[config.mk]
export PLATFORM = sky130hd
export DESIGN_NAME = mux_arb_nbw
export DESIGN_NICKNAME = d
export VERILOG_FILES = /design/src/rtl/mux_arb_nbw.sv
export SDC_FILE = /design/constraint.sdc
export NUM_CORES = 1
export LEC_CHECK = 0
export ABC_AREA = 0
export CORE_MARGIN = 2
export CORE_UTILIZATION = 40
export CTS_CLUSTER_SIZE = 16
export DETAILED_ROUTE_END_ITERATION = 10
export PLACE_DENSITY_LB_ADDON = 0.3
export SYNTH_ARGS = -nofsm -noshare
export SYNTH_HDL_FRONTEND = slang
export SYNTH_SLANG_ARGS = --single-unit
export TNS_END_PERCENT = 20
[constraint.sdc]
create_clock -name CLK -period 5 [get_ports CLK]
set_input_delay 0.5 -clock CLK [delete_from_list [all_inputs] [get_ports CLK]]
set_output_delay 0.5 -clock CLK [all_outputs]
set_load 0.02 [all_outputs]
[src/rtl/mux_arb_nbw.sv]
// N-channel arbitrating mux with a single registered output stage (fixed-select or round-robin).
// Optional build macro MUX_ARB_PARITY_EN adds the registered even-parity output OutPar.
module mux_arb_nbw #(
    parameter int WIDTH = 16,
    parameter int NCH   = 4,
    parameter int SELW  = 2
) (
    input  logic                 CLK,
    input  logic                 Reset,
    input  logic [NCH*WIDTH-1:0] In,
    input  logic [NCH-1:0]       InValid,
    output logic [NCH-1:0]       InReady,
    input  logic [1:0]           OP,
    input  logic [SELW-1:0]      Sel,
    output logic [WIDTH-1:0]     Out,
    output logic                 OutValid,
    input  logic                 OutReady,
`ifdef MUX_ARB_PARITY_EN
    output logic                 OutPar,
`endif
    output logic [SELW-1:0]      OutSel
);

    localparam int SPAN = 1 << SELW;

    logic [SELW-1:0]  ptr;
    logic             open_reg;
    logic [SPAN-1:0]  fixed_hit;
    logic [NCH-1:0]   rr_hit;
    logic [NCH-1:0]   grant;
    logic             rr_found;
    logic [SELW:0]    scan;
    logic             xfer;
    logic [WIDTH-1:0] xfer_data;
    logic [SELW-1:0]  xfer_idx;
    logic [SELW-1:0]  ptr_next;

    assign open_reg = !OutValid || OutReady;
    assign InReady  = grant;

    // fixed_hit spans the full select range so a Sel beyond NCH-1 simply falls off the top
    always_comb begin
        fixed_hit      = '0;
        fixed_hit[Sel] = 1'b1;
        rr_hit         = '0;
        rr_found       = 1'b0;
        scan           = '0;
        for (int i = 0; i < NCH; i++) begin
            scan = {1'b0, ptr} + (SELW+1)'(i);
            if (scan >= (SELW+1)'(NCH))
                scan = scan - (SELW+1)'(NCH);
            if (!rr_found && InValid[scan[SELW-1:0]]) begin
                rr_hit[scan[SELW-1:0]] = 1'b1;
                rr_found               = 1'b1;
            end
        end
        case (OP)
            2'b00:   grant = fixed_hit[NCH-1:0];
            2'b01:   grant = rr_hit;
            default: grant = '0;
        endcase
        if (Reset || !open_reg)
            grant = '0;
    end

    always_comb begin
        xfer      = 1'b0;
        xfer_data = '0;
        xfer_idx  = '0;
        for (int k = 0; k < NCH; k++) begin
            if (grant[k] && InValid[k]) begin
                xfer      = 1'b1;
                xfer_data = In[k*WIDTH +: WIDTH];
                xfer_idx  = SELW'(k);
            end
        end
        ptr_next = (xfer_idx == SELW'(NCH-1)) ? '0 : xfer_idx + SELW'(1);
    end

    always_ff @(posedge CLK) begin
        if (Reset) begin
            Out      <= '0;
            OutValid <= 1'b0;
            OutSel   <= '0;
            ptr      <= '0;
`ifdef MUX_ARB_PARITY_EN
            OutPar   <= 1'b0;
`endif
        end else if (open_reg) begin
            if (xfer) begin
                Out      <= xfer_data;
                OutValid <= 1'b1;
                OutSel   <= xfer_idx;
`ifdef MUX_ARB_PARITY_EN
                OutPar   <= ^xfer_data;
`endif
                if (OP == 2'b01)
                    ptr <= ptr_next;
            end else begin
                OutValid <= 1'b0;
            end
        end
    end

endmodule

==> summary.txt <==
IO Pins: 98
Core area: 4410 sq um
Worst EP arrival: 4.26 ns
Number of global-route vias before repair: 2053
Setup Skew: 0.0127 ns
Largest area contributor in the netlist: dfxtp_1
Critical path launch point type: register
RePlAce Congestion: 0.928
Setup TNS: 0 ns
Synth top area share: 22.6%
# diodes: 0
HPWL after DPL: 4.75 mm
M3 GR Usage: 5.83%
Grt met2 use: 37.1%
Layout cells sized above 1: 5.42%
Drt pass-1 iters: 4
Ys Warns: 0
Static Leak: 1.10 nW
Clk slew on worst S/H paths: 0.09 ns
WL per Instance: 16.3 microns
Syn Area/Cell: 7.65 sq um
Synth top cells by count: 28 x nor2_1, 25 x nand2_1, 21 x dfxtp_1
Most common cell in the synthesized netlist: nor2_1
CTS resizes: 0
CTS tree: yes
IO Port Bufs: 97
Worst Hold Launch: Out[1]$_SDFFE_PP0P_
First-pass GRT wire length: 9.52 mm
Gr usage total: 22.9%
Iter 0 DRT Violations: 140
Worst-margin pin slew: 0.567 ns
Full die area: 5210 sq um
Endpoints failing hold: 0
Initial antenna violation count: 0
Cell Area, Synth: 1860 sq um
Initial Util: 42.1%
Mapped Cells: 243
Slowest stage delay, CP: 0.60 ns
Slowest-stage cell, CP: dfxtp_1
Critical path, cell by cell: inv_2 -> ha_1 -> mux2_4 -> and3_1 -> a2111oi_0 -> o221ai_1 -> nand2_1 -> buf_4 -> nand3_1 -> o2111ai_1 -> a22o_1
Chip height: 72.2 microns
Post-CTS setup buffers: 0
Filler cells: 387
CTS root buf: clkbuf_8
Sink Count: 21
Final net count: 416
CTS Hold Buffers Added: 0
Grt met1 use: 30.2%
Final core utilization: 64.9%
Row count: 24
Synth Register Bits: 21
Synth Net Count: 326
Outcome: finished, final reports clean
Post-synth EDFFs: 0
WS Path Type: reg2reg
Unrepaired setup endpoints after global routing: false
Final slew viol count: 0
CTS buffer count: 3
Final setup violation count: 0
GRT Max-Usage Layer: met2
FF-to-FF Start: ptr[1]$_SDFFE_PP0P_
WP data required: 5.20 ns
Area contributors post-synth: dfxtp_1 23%, a22o_1 6.1%, nor2_1 5.7%
Crit path max-delay family: compound AO/OA/AOI/OAI gates
Total wire length: 6.26 mm
Cell Pwr Density: 158 nW/um^2
Max_slew headroom: 62.1%
Asr flop ratio synth: 0%
Bufs and invs on worst path: 2
Antenna viol nets, final: 0
GR Overflow Total: 0
Clock Latency Late Sink: 0.27 ns
Crit. End Element: register
Max Fclk: 246 MHz
Period utilisation layout: 81.1%
H-tree lvl count: 1
Vias per cell: 5.71
Drt drc: 0
Max_cap viols: 0
Unique masters post-synth: 46
Hold Path Class: reg2reg
Crit path max fanout: 22
Die W: 72.2 microns
Largest net degree at the start of global routing: 33
Sequential share of the synthesized area: 22.6%
Area added between synthesis and finish: 54.2%
IR Drop Worst-Case VDD: 160 uV
Primary FF master, synth: dfxtp_1
Minimum clock period: 4.06 ns
Via count: 2194
Total power: 0.454 mW
Max clock buf depth: 2
Worst Setup SP: ptr[1]$_SDFFE_PP0P_
## report_power, final
group / leakage [nW] / switching (mW) / internal (mW)
Clock: 0.0228 / 0.0578 / 0.0568
Sequential: 0.170 / 0.00439 / 0.174
Combinational: 0.905 / 0.0685 / 0.0922
Total: 1.10 / 0.131 / 0.323
## final timing paths
| kind | to | slack, ns | depth (start not counted) |
|---|---|---|---|
| setup / recovery | Out[11]$_SDFFE_PP0P_ | 0.94 | 11 |
| hold / removal | Out[1]$_SDFFE_PP0P_ | 0.48 | 1 |
| setup reg to reg | Out[11]$_SDFFE_PP0P_ | 0.94 | 11 |
| hold reg to reg | Out[1]$_SDFFE_PP0P_ | 0.48 | 1 |
## through the flow
stage	cells	instance area, sq um	hold slack (ns)	setup WS, ns
2_1_floorplan	243	1860	0.543	1.27
3_3_place_gp	380	2820	0.463	1.04
3_5_place_dp	380	2820	0.467	0.990
4_1_cts	384	2870	0.487	1.00
5_1_grt	384	2870	0.504	0.734
6_report	384	2870	0.483	0.943
## cells in the final DEF (no fill, tap or decap), types with 3 or more instances in the layout
cell and n:
a22o_1 13, and3_1 4, nor2_1 28, o2111ai_1 12
and2_1 4, nand3_1 17, clkdlybuf4s50_1 97, inv_1 18
dfxtp_1 21, buf_4 6, ha_1 8, nand2_1 25
a31oi_1 4, mux2i_1 5, clkbuf_8 3, o21ai_0 8
nand2b_1 6, a2111oi_0 4, o221ai_1 5, o22ai_1 5
nor3_1 5, a21oi_1 5
## cell families (layout without fill, tap and decap cells)
logic type,after synthesis,in the layout,synth area share (%)
AOI/OAI and AO/OA,66,66,27.9
adders and majority gates,8,8,5.39
buffers and inverters,37,126,10.2
DFF,21,21,22.6
muxes,9,9,5.93
and+or+nand+nor,102,102,27.9
## metal layers
| layer | part of all wire [%] | vias to the layer above |
|---|---|---|
| met5 | 0 | - |
| met4 | 1.6 | 0 |
| li1 | - | 1062 |
| met2 | 48 | 108 |
| met1 | 42 | 1014 |
| met3 | 8.6 | 10 |
## state kept, by name, summed over array words and instances (netlist names)
register / count
OutSel: 2
OutValid: 1
Out: 16
ptr: 2
## area by class of cell
type	count	area, sq um	area share (%)
repair buffers	103	1020	35.5
well taps	52	65.1	2.27
multi-input cells	185	1250	43.5
clock buffers	4	45.0	1.57
inverters	19	71.3	2.49
flip-flops and latches	21	420	14.7
No activity file was read; power rests on OpenSTA's default activity.
